--- src/rtl/mem_arb_pkg.sv ---
// Shared constants for the data RAM port arbiter: funct3 access sizes and FSM state encoding.
package mem_arb_pkg;

    localparam logic [2:0] SZ_B  = 3'b000;
    localparam logic [2:0] SZ_H  = 3'b001;
    localparam logic [2:0] SZ_W  = 3'b010;
    localparam logic [2:0] SZ_BU = 3'b100;
    localparam logic [2:0] SZ_HU = 3'b101;

    localparam int unsigned LANES = 4;

    typedef enum logic [1:0] {
        StIdle,
        StWaitIf,
        StWaitLs,
        StErrLs
    } arb_state_e;

endpackage

--- src/rtl/lsu_align.sv ---
// Byte-lane steering for the load/store path: store enables and replicated data, load
// extraction and extension, and misaligned / illegal-size detection.
module lsu_align
    import mem_arb_pkg::*;
(
    input  logic        i_we,
    input  logic [1:0]  i_addr_lo,
    input  logic [2:0]  i_size,
    input  logic [31:0] i_wdata,
    input  logic [1:0]  i_ld_addr_lo,
    input  logic [2:0]  i_ld_size,
    input  logic [31:0] i_rdata,
    output logic [3:0]  o_be,
    output logic [31:0] o_wdata,
    output logic        o_err,
    output logic [31:0] o_ldata
);

    logic        w_illegal;
    logic        w_misalign;
    logic [31:0] w_shift;

    always_comb begin
        o_be       = '0;
        o_wdata    = '0;
        w_illegal  = 1'b0;
        w_misalign = 1'b0;
        unique case (i_size)
            SZ_B: begin
                o_be    = 4'b0001 << i_addr_lo;
                o_wdata = {4{i_wdata[7:0]}};
            end
            SZ_H: begin
                o_be       = 4'b0011 << {i_addr_lo[1], 1'b0};
                o_wdata    = {2{i_wdata[15:0]}};
                w_misalign = i_addr_lo[0];
            end
            SZ_W: begin
                o_be       = 4'b1111;
                o_wdata    = i_wdata;
                w_misalign = |i_addr_lo;
            end
            // Unsigned sizes only make sense for loads.
            SZ_BU: w_illegal = i_we;
            SZ_HU: begin
                w_illegal  = i_we;
                w_misalign = i_addr_lo[0];
            end
            default: w_illegal = 1'b1;
        endcase
    end

    assign o_err   = w_illegal | w_misalign;
    assign w_shift = i_rdata >> {i_ld_addr_lo, 3'b000};

    always_comb begin
        o_ldata = w_shift;
        unique case (i_ld_size)
            SZ_B:    o_ldata = {{24{w_shift[7]}}, w_shift[7:0]};
            SZ_BU:   o_ldata = {24'h0, w_shift[7:0]};
            SZ_H:    o_ldata = {{16{w_shift[15]}}, w_shift[15:0]};
            SZ_HU:   o_ldata = {16'h0, w_shift[15:0]};
            default: o_ldata = w_shift;
        endcase
    end

endmodule

--- src/rtl/mem_port_arbiter.sv ---
// Shares the single data RAM port between instruction fetch and the MEM-stage load/store unit.
// One RAM transaction outstanding at a time; illegal load/stores are answered without the RAM.
module mem_port_arbiter
    import mem_arb_pkg::*;
#(
    parameter int unsigned ADDR_W = 32,
    parameter int unsigned DATA_W = 32
) (
    input  logic              clk,
    input  logic              rst_n,
    input  logic              if_req_i,
    input  logic [ADDR_W-1:0] if_addr_i,
    output logic              if_gnt_o,
    output logic              if_rvalid_o,
    output logic [DATA_W-1:0] if_rdata_o,
    input  logic              ls_req_i,
    input  logic              ls_we_i,
    input  logic [ADDR_W-1:0] ls_addr_i,
    input  logic [DATA_W-1:0] ls_wdata_i,
    input  logic [2:0]        ls_size_i,
    output logic              ls_gnt_o,
    output logic              ls_rvalid_o,
    output logic [DATA_W-1:0] ls_rdata_o,
    output logic              ls_err_o,
    output logic              ram_req_o,
    output logic              ram_we_o,
    output logic [ADDR_W-1:0] ram_addr_o,
    output logic [LANES-1:0]  ram_be_o,
    output logic [DATA_W-1:0] ram_wdata_o,
    input  logic              ram_gnt_i,
    input  logic              ram_rvalid_i,
    input  logic [DATA_W-1:0] ram_rdata_i
);

    arb_state_e r_state, w_state_nxt;
    logic       r_last_ls, w_last_ls_nxt;
    logic [1:0] r_addr_lo;
    logic [2:0] r_size;
    logic       r_we;

    logic              w_sel_ls;
    logic              w_lat_en;
    logic              w_ram_req;
    logic              w_ls_err;
    logic [3:0]        w_st_be;
    logic [31:0]       w_st_wdata;
    logic [31:0]       w_ld_data;
    logic [ADDR_W-3:0] w_word_addr;
    logic              w_unused_if_lo;

    lsu_align u_lsu_align (
        .i_we         (ls_we_i),
        .i_addr_lo    (ls_addr_i[1:0]),
        .i_size       (ls_size_i),
        .i_wdata      (ls_wdata_i),
        .i_ld_addr_lo (r_addr_lo),
        .i_ld_size    (r_size),
        .i_rdata      (ram_rdata_i),
        .o_be         (w_st_be),
        .o_wdata      (w_st_wdata),
        .o_err        (w_ls_err),
        .o_ldata      (w_ld_data)
    );

    always_ff @(posedge clk or negedge rst_n) begin
        if (!rst_n) begin
            r_state   <= StIdle;
            r_last_ls <= 1'b0;
            r_addr_lo <= '0;
            r_size    <= '0;
            r_we      <= 1'b0;
        end else begin
            r_state   <= w_state_nxt;
            r_last_ls <= w_last_ls_nxt;
            if (w_lat_en) begin
                r_addr_lo <= ls_addr_i[1:0];
                r_size    <= ls_size_i;
                r_we      <= ls_we_i & w_sel_ls;
            end
        end
    end

    always_comb begin
        w_state_nxt   = r_state;
        w_last_ls_nxt = r_last_ls;
        w_sel_ls      = 1'b0;
        w_lat_en      = 1'b0;
        w_ram_req     = 1'b0;
        if_gnt_o      = 1'b0;
        ls_gnt_o      = 1'b0;
        if_rvalid_o   = 1'b0;
        ls_rvalid_o   = 1'b0;
        ls_err_o      = 1'b0;
        if_rdata_o    = '0;
        ls_rdata_o    = '0;
        unique case (r_state)
            StIdle: begin
                // A bad LS access is accepted locally and beats a pending fetch.
                if (ls_req_i && w_ls_err) begin
                    ls_gnt_o    = 1'b1;
                    w_state_nxt = StErrLs;
                end else if (ls_req_i || if_req_i) begin
                    w_sel_ls  = ls_req_i && !(if_req_i && r_last_ls);
                    w_ram_req = 1'b1;
                    if (ram_gnt_i) begin
                        ls_gnt_o      = w_sel_ls;
                        if_gnt_o      = !w_sel_ls;
                        w_state_nxt   = w_sel_ls ? StWaitLs : StWaitIf;
                        w_last_ls_nxt = w_sel_ls;
                        w_lat_en      = 1'b1;
                    end
                end
            end
            StWaitIf: begin
                if (ram_rvalid_i) begin
                    if_rvalid_o = 1'b1;
                    if_rdata_o  = ram_rdata_i;
                    w_state_nxt = StIdle;
                end
            end
            StWaitLs: begin
                if (ram_rvalid_i) begin
                    ls_rvalid_o = 1'b1;
                    ls_rdata_o  = r_we ? '0 : w_ld_data;
                    w_state_nxt = StIdle;
                end
            end
            StErrLs: begin
                ls_rvalid_o = 1'b1;
                ls_err_o    = 1'b1;
                w_state_nxt = StIdle;
            end
            default: w_state_nxt = StIdle;
        endcase
    end

    assign w_word_addr    = w_sel_ls ? ls_addr_i[ADDR_W-1:2] : if_addr_i[ADDR_W-1:2];
    assign w_unused_if_lo = ^if_addr_i[1:0];

    assign ram_req_o   = w_ram_req;
    assign ram_we_o    = w_ram_req & w_sel_ls & ls_we_i;
    assign ram_addr_o  = w_ram_req ? {w_word_addr, 2'b00} : '0;
    assign ram_be_o    = !w_ram_req ? 4'b0000 : (ram_we_o ? w_st_be : 4'b1111);
    assign ram_wdata_o = ram_we_o ? w_st_wdata : '0;

endmodule
--- config.mk ---
export PLATFORM = sky130hd
export DESIGN_NAME = mem_port_arbiter
export DESIGN_NICKNAME = d
export VERILOG_FILES = /design/src/rtl/mem_arb_pkg.sv /design/src/rtl/lsu_align.sv /design/src/rtl/mem_port_arbiter.sv
export SDC_FILE = /design/constraint.sdc
export NUM_CORES = 1
export LEC_CHECK = 0
export ABC_AREA = 1
export CAP_MARGIN = 20
export CORE_ASPECT_RATIO = 1.5
export CORE_MARGIN = 4
export CORE_UTILIZATION = 25
export CTS_CLUSTER_DIAMETER = 100
export CTS_CLUSTER_SIZE = 20
export DETAILED_ROUTE_END_ITERATION = 7
export PLACE_DENSITY = 0.73
export SLEW_MARGIN = 0
export SYNTH_ARGS = -nofsm -noshare
export SYNTH_HDL_FRONTEND = slang
export SYNTH_SLANG_ARGS = --single-unit
--- constraint.sdc ---
create_clock -name clk -period 1.9 [get_ports clk]
set_input_delay 0.285 -clock clk [delete_from_list [all_inputs] [get_ports clk]]
set_output_delay 0.285 -clock clk [all_outputs]
set_load 0.01 [all_outputs]
==> metrics.md, run 1 <==
| Metric | Value |
|---|---|
| Smallest hold slack | `0.347 ns` |
| Largest net degree at the start of global routing | `36` |
| Weighted congestion reported at the end of routability-driven placement | `~0.9` |
| Count of final max-slew check failures | `0` |
| Hold crit path type | `input pin to async pin` |
| Count of endpoints failing setup in the final report | `99` |
| Critical Path Source Type | `flip-flop` |
| Cell Area, Placed | `between 5000 and 6000 sq um` |
| Number of clock buffers inserted by TritonCTS | `3` |
| Number of cells in the finished layout apart from fillers | `around 1000` |
| Top cells by area in the synthesized netlist | `sky130_fd_sc_hd__nand2_1 (23%), sky130_fd_sc_hd__a21oi_1 (14%), sky130_fd_sc_hd__nor2_1 (13%)` |
| Number of clock sinks | `9` |
| Timing-limited maximum frequency | `between 400 and 500 MHz` |
| Detailed placer's ending HPWL | `between 10000 and 15000 microns` |
| Initial antenna violation count | `1` |
| RSZ-0062 raised after global routing | `true` |
| Number of I/O pins | `277` |
| Violated checks | `setup timing` |
| Fillers | `just under 800` |
| Clock skew after layout | `between 0.0015 and 0.002 ns` |
| DRT Wirelength | `17000 microns` |
| Routed wire length on met2 | `9580 microns` |
| CTS Hold Bufs | `0` |
| Top layer in use | `met4` |
| CP Capture Type | `output port` |
| Library cell used as clock root buffer | `sky130_fd_sc_hd__clkbuf_16` |
| Post-synthesis async set-or-reset flop share | `100%` |
| Critical R2R Launch | `r_state[1]` |
| Cell Area, Synth | `~2500 sq um` |
| Quantity of I/O buffers inserted on ports | `~270` |
| Number of DRC violations after detailed-routing iteration 0 | `171` |
| CTS clock-pin slew for the worst setup and hold paths | `~0.040 ns` |
| Distinct cell type count after synthesis | `26` |
| Cells after DPL | `roughly 980` |
| Number of nets at the end of the flow | `between 1000 and 1500` |
| Highest-count cells in the layout ignoring fill and taps | `sky130_fd_sc_hd__nand2_1 (141), sky130_fd_sc_hd__clkdlybuf4s50_1 (126), sky130_fd_sc_hd__buf_4 (94), sky130_fd_sc_hd__buf_2 (82), sky130_fd_sc_hd__inv_1 (67)` |
| Number of maximum-capacitance constraint violations | `0` |
| Die ar. | `between 10000 and 15000 sq um` |
| Routed len/inst | `16.5 microns` |
| Worst-Skew Late Latency | `0.24 ns` |
| Total Routing Usage GR | `between 20% and 30%` |
| Routed Antenna Nets | `0` |
| Area share of the largest cell type after synthesis | `a little under a quarter` |
| Leading cell type in the layout, fill and taps excluded | `sky130_fd_sc_hd__nand2_1` |
| Category of the most critical setup path | `flip-flop to output port` |
| Post-route met1 wirelength | `5610 microns` |
| Post-detailed-route via-to-cell ratio | `between 4 and 5` |
| H-tree levels | `1` |
| Fraction of final layout cells sized beyond drive strength 1 | `roughly 44%` |
| Total core area | `between 9000 and 10000 sq um` |
| Number of hold violations in the final report | `0` |
| Post-synthesis sequential area ratio | `under 10%` |
| DRC violations left | `0` |
| EDFF count, synth | `0` |
| Minimum clock period after layout | `approximately 2.2 ns` |
| Post-route setup slack | `-0.272 ns` |
| Required time worst endpoint | `between 1.5 and 2 ns` |
| Flop and latch count out of synthesis | `9` |
| Die width | `around 90 microns` |
| Area leader, netlist | `sky130_fd_sc_hd__nand2_1` |
| Buffer depth of the longest clock path | `2` |
| Met3 wirelength from detailed routing | `1020 microns` |
| Final period util | `114%` |
| First-pass GRT wire length | `approximately 24000 microns` |
| Vias in the first global route | `4835` |
| Status | `finished, violations left` |
| Drt pass-1 iters | `4` |
| CTS tree | `done` |
| Most used DFF post-synth | `sky130_fd_sc_hd__dfrtp_1` |
| Worst setup path start | `r_state[1]` |
| Synth Warn # | `0` |
| Crit path DAT | `roughly 1.9 ns` |
| Gr ovfl total | `0` |
| Static power due to leakage | `0.00349 uW` |
| VDD IR max | `about 0.0006 V` |
| Area of all placed cells without fillers | `6900 sq um` |
| Effective utilization at floorplan | `between 20% and 30%` |
| Power density cells | `~840 nW/um^2` |
| Die Span Y | `between 100 and 150 microns` |
| Average size of a mapped cell | `4.74 sq um` |
| Crit path max fanout | `8` |
| Area grow syn2layout | `172%` |
| Post-Synthesis Cells | `between 500 and 600` |
| Core Rows | `44` |
| Setup WS pre-CTS | `-0.875 ns` |
| Via count of the routed design | `around 5100` |
==> kinds of logic (layout without fill, tap and decap cells) <==
| group | after synthesis | after routing | share of synthesized area [%] |
|---|---|---|---|
| and+or+nand+nor | 276 | 278 | 43.7 |
| AOI/OAI and AO/OA | 136 | 136 | 27.8 |
| buffers and inverters | 110 | 490 | 17.5 |
| DFF | 9 | 9 | 8.87 |
| other | 1 | 3 | 0.148 |
| adders and majority gates | 4 | 4 | 1.97 |
==> metal layers <==
| layer | global-route usage [%] | vias up |
|---|---|---|
| li1 | - | 2463 |
| met1 | 23.9 | 2375 |
| met2 | 49.0 | 233 |
| met3 | 4.41 | 65 |
| met4 | 10.7 | 0 |
| met5 | 0 | - |
==> final cells by class <==
| cell class | count | area (sq um) | area share [%] |
|---|---|---|---|
| antenna | 1 | 2.50 | 0.0363 |
| clock buffer | 4 | 78.8 | 1.14 |
| multi-input combinational | 420 | 2570 | 37.3 |
| inverter | 80 | 313 | 4.53 |
| timing repair buffer | 406 | 3560 | 51.6 |
| tap | 115 | 144 | 2.09 |
| sequential | 9 | 226 | 3.28 |
==> worst max-delay path: stages, from the launching register on <==
cell,delay (ns)
sky130_fd_sc_hd__dfrtp_1,0.38
sky130_fd_sc_hd__inv_2,0.08
sky130_fd_sc_hd__ha_4,0.15
sky130_fd_sc_hd__inv_4,0.04
sky130_fd_sc_hd__nor3_4,0.25
sky130_fd_sc_hd__nand2_4,0.15
sky130_fd_sc_hd__buf_12,0.18
sky130_fd_sc_hd__buf_8,0.13
sky130_fd_sc_hd__nor2_4,0.09
sky130_fd_sc_hd__nor2_1,0.05
sky130_fd_sc_hd__buf_2,0.13
==> final timing paths <==
| kind | end | slack [ns] | depth (start not counted) |
|---|---|---|---|
| setup / recovery | ram_be_o[0] | -0.27 | 10 |
| hold / removal | r_size[1] | 0.35 | 1 |
| setup reg to reg | r_we | 0.15 | 9 |
| hold reg to reg | r_last_ls | 0.52 | 2 |
| max in group asynchronous | r_addr_lo[0] | 1.24 | 1 |
| min in group clk | r_size[0] | 0.50 | 4 |
==> cells in the mapped netlist (4+ instances only) <==
| cell type | number |
|---|---|
| sky130_fd_sc_hd__nor2_1 | 89 |
| sky130_fd_sc_hd__inv_1 | 75 |
| sky130_fd_sc_hd__buf_2 | 11 |
| sky130_fd_sc_hd__a21oi_1 | 73 |
| sky130_fd_sc_hd__clkbuf_1 | 15 |
| sky130_fd_sc_hd__nand2_1 | 155 |
| sky130_fd_sc_hd__ha_1 | 4 |
| sky130_fd_sc_hd__dfrtp_1 | 9 |
| sky130_fd_sc_hd__nand3_1 | 20 |
| sky130_fd_sc_hd__o21ai_0 | 42 |
| sky130_fd_sc_hd__a31oi_1 | 16 |
| sky130_fd_sc_hd__nand2_2 | 5 |
==> registers in the layout (all words and copies together) (netlist names) <==
| name | cells |
|---|---|
| r_addr_lo | 2 |
| r_we | 1 |
| r_size | 3 |
| r_last_ls | 1 |
| r_state | 2 |
==> per-stage QoR <==
stage          TNS [ns]  power [uW]  util, %
5_1_grt          -22.49        6200     70.4
6_report         -15.69        5800     70.4
2_1_floorplan         0        2070        -
4_1_cts          -13.99        4880     64.0
3_3_place_gp     -66.84        4150     61.2
3_5_place_dp     -72.12        4210     61.2
==> power breakdown <==
group | internal [uW] | switching, uW
clock network | 281 | 94.5
registers | 280 | 70.5
logic | 2410 | 2670
total | 2970 | 2830
==> what timing repair did <==
item,in CTS,in global routing
pin swaps,12,25
setup endpoints to repair,136,129
setup buffers,23,18
resized for setup,558,253
gates cloned,7,4
No activity file was read; power rests on OpenSTA's default activity.
==> run 2, diff against run 1 <==
PLACE_DENSITY = default   (was 0.73)
PLACE_DENSITY_LB_ADDON = 0.1   (was default)
==> run 2 against run 1 <==
Effect of this change:
- the run still ends with setup timing left
- sequential power grew 5%
- largest power group unchanged
- via count shrank 3.4%
- critical path type unchanged
- critical path depth grew 1
==> metrics.md, run 2 (same netlist as run 1, synthesis figures left out) <==
| Metric | Value |
|---|---|
| Status | `finished, violations left` |
| Violated checks | `setup timing` |
| Worst setup path start | `r_addr_lo[0]` |
| Number of hold violations in the final report | `0` |
| Library cell used as clock root buffer | `sky130_fd_sc_hd__clkbuf_16` |
| CTS Hold Bufs | `0` |
| Effective utilization at floorplan | `25.9%` |
| Die ar. | `11900 sq um` |
| Setup WS pre-CTS | `-0.786 ns` |
| Drt pass-1 iters | `5` |
| CTS clock-pin slew for the worst setup and hold paths | `around 0.04 ns` |
| Logic depth of the worst path, buffers included | `11` |
| Number of clock sinks | `9` |
| Post-route setup slack | `-0.249 ns` |
| Number of clock buffers inserted by TritonCTS | `3` |
| Total core area | `9800 sq um` |
| Post-layout power | `5680 uW` |
| DRT Wirelength | `between 15000 and 20000 microns` |
| CP cell instances | `buf_6, a21oi_2, o21ai_2, o21a_1, nand2_2, nand3_4, nand2_8, buf_12, buf_8, nor2_2, buf_2` |
| Crit path DAT | `between 1.5 and 2 ns` |
| Routed Antenna Nets | `0` |
| CP Capture Type | `output port` |
| Core Rows | `44` |
| Register with the most flip-flops | `r_size` |
| Buffers & Inverters on Critical Path | `4` |
| R2r setup slk | `between 0.3 and 0.4 ns` |
| Max reg flops | `3` |
| Vias in the first global route | `4761` |
| Post-detailed-route via-to-cell ratio | `~4.8` |
| Fraction of final layout cells sized beyond drive strength 1 | `approximately 48%` |
| Leading cell type in the layout, fill and taps excluded | `sky130_fd_sc_hd__clkdlybuf4s50_1` |
| Die width | `about 90 microns` |
| DRC violations left | `0` |
| Area of all placed cells without fillers | `6970 sq um` |
| Fillers | `~800` |
| Highest-count cells in the layout ignoring fill and taps | `sky130_fd_sc_hd__clkdlybuf4s50_1 (125), sky130_fd_sc_hd__nand2_1 (121), sky130_fd_sc_hd__buf_4 (87), sky130_fd_sc_hd__buf_2 (82), sky130_fd_sc_hd__inv_1 (66)` |
| Slowest cell on the critical path | `sky130_fd_sc_hd__dfrtp_2` |
| Sequential Area | `~230 sq um` |
| Crit path max fanout | `6` |
| VDD IR max | `between 0.0004 and 0.0005 V` |
| Number of I/O pins | `between 200 and 300` |
| Weighted congestion reported at the end of routability-driven placement | `around 0.94` |
| Footprint of the multi-input gates | `around 2700 sq um` |
| Detailed placer's ending HPWL | `between 10000 and 15000 microns` |
| Setup TNS after final layout | `-14.95 ns` |
| Final period util | `113%` |
| Power density cells | `about 810 nW/um^2` |
| Category of the most critical setup path | `flip-flop to output port` |
| Largest registers | `r_size: 3 flops, r_addr_lo: 2 flops, r_state: 2 flops` |
| Count of final max-slew check failures | `0` |
| Hold crit path type | `input pin to async pin` |
| Count of endpoints failing setup in the final report | `slightly below 100` |
| Required time worst endpoint | `~1.6 ns` |
| Total Routing Usage GR | `24.3%` |
| Routed len/inst | `about 16 microns` |
| Cell Area, Placed | `~6000 sq um` |
| Worst-Skew Late Latency | `between 0.2 and 0.25 ns` |
| Critical Path Source Type | `flip-flop` |
| H-tree levels | `1` |
| Number of nets at the end of the flow | `roughly 1100` |
| Area grow syn2layout | `174%` |
| Number of maximum-capacitance constraint violations | `0` |
| Quantity of I/O buffers inserted on ports | `between 200 and 300` |
| First-pass GRT wire length | `23700 microns` |
| Critical R2R Launch | `r_state[0]` |
| Static power due to leakage | `0.00354 uW` |
| Number of DRC violations after detailed-routing iteration 0 | `around 150` |
| Initial antenna violation count | `0` |
| Minimum clock period after layout | `~2.1 ns` |
| Via count of the routed design | `4959` |
| Gr ovfl total | `0` |
| Buffer depth of the longest clock path | `2` |
| Timing-limited maximum frequency | `465 MHz` |
| Die Span Y | `approximately 130 microns` |
| Highest cell delay on the worst timing path | `~0.46 ns` |
| CTS tree | `done` |
| Largest net degree at the start of global routing | `36` |
| Family of cells with the greatest summed delay on the critical path | `buffers and inverters` |
| Endpoint of the worst register-to-register path | `r_we` |
| RSZ-0062 raised after global routing | `true` |
| Clock skew after layout | `0.00190 ns` |
| Antenna Diode Count | `0` |
| Worst R2R Path Depth | `11` |
| End point of the critical path | `ls_rdata_o[28]` |
==> run 2: changes by cell type in the layout (fill, tap and decap cells not counted), moves of 5 or more <==
cell / change
sky130_fd_sc_hd__a21oi_2: +12
sky130_fd_sc_hd__clkbuf_2: +9
sky130_fd_sc_hd__buf_4: -7
sky130_fd_sc_hd__nand2_1: -20
sky130_fd_sc_hd__o21ai_1: -5
sky130_fd_sc_hd__a21oi_1: -10
sky130_fd_sc_hd__nor2_1: +6
sky130_fd_sc_hd__nand2_4: +12
sky130_fd_sc_hd__nand2_2: +9
sky130_fd_sc_hd__buf_6: -11
==> run 2: timing repair <==
action | CTS | global route
endpoints found under the setup margin | 136 | 135
gates cloned | 6 | 5
pin swaps | 12 | 38
resized for setup | 576 | 247
buffers inserted | 26 | 8
==> run 2: per-stage QoR <==
stage / instances / hold WS (ns) / util [%]
3_5_place_dp: 981 / 0.511 / 61.1
6_report: 1026 / 0.339 / 71.1
4_1_cts: 1017 / 0.356 / 64.1
5_1_grt: 1026 / 0.387 / 71.1
3_3_place_gp: 981 / 0.505 / 61.1
2_1_floorplan: 537 / -0.0106 / -
==> run 2: power breakdown <==
group,switching [uW],leakage [uW],internal [uW]
sequential,88.6,0.000113,279
combinational,2620,0.00339,2320
clock,86.6,0.0000382,280
total,2790,0.00354,2880
==> run 2: routing by layer <==
metal	track usage (%)	vias up	routed length, microns
met5	0	-	0
met3	4.75	46	1110
li1	-	2447	-
met1	23.5	2235	5650
met4	9.11	0	672
met2	49.4	231	9470
==> run 2: how the worst min path moves through the flow <==
| stage | startpoint | endpoint |
|---|---|---|
| after floorplan | rst_n | r_addr_lo[0] |
| after global placement | r_last_ls | r_last_ls |
| after detailed placement | r_last_ls | r_last_ls |
| after CTS | rst_n | r_size[1] |
| after global routing | rst_n | r_size[1] |
| final | rst_n | r_size[1] |
==> run 2: cell type report <==
type | instances | area share [%]
multi-input combinational | 419 | 38.9
clock buffer | 4 | 1.13
timing repair inverter | 1 | 0.162
inverter | 80 | 4.56
sequential | 9 | 3.25
timing repair buffer | 398 | 49.9
tap | 115 | 2.07
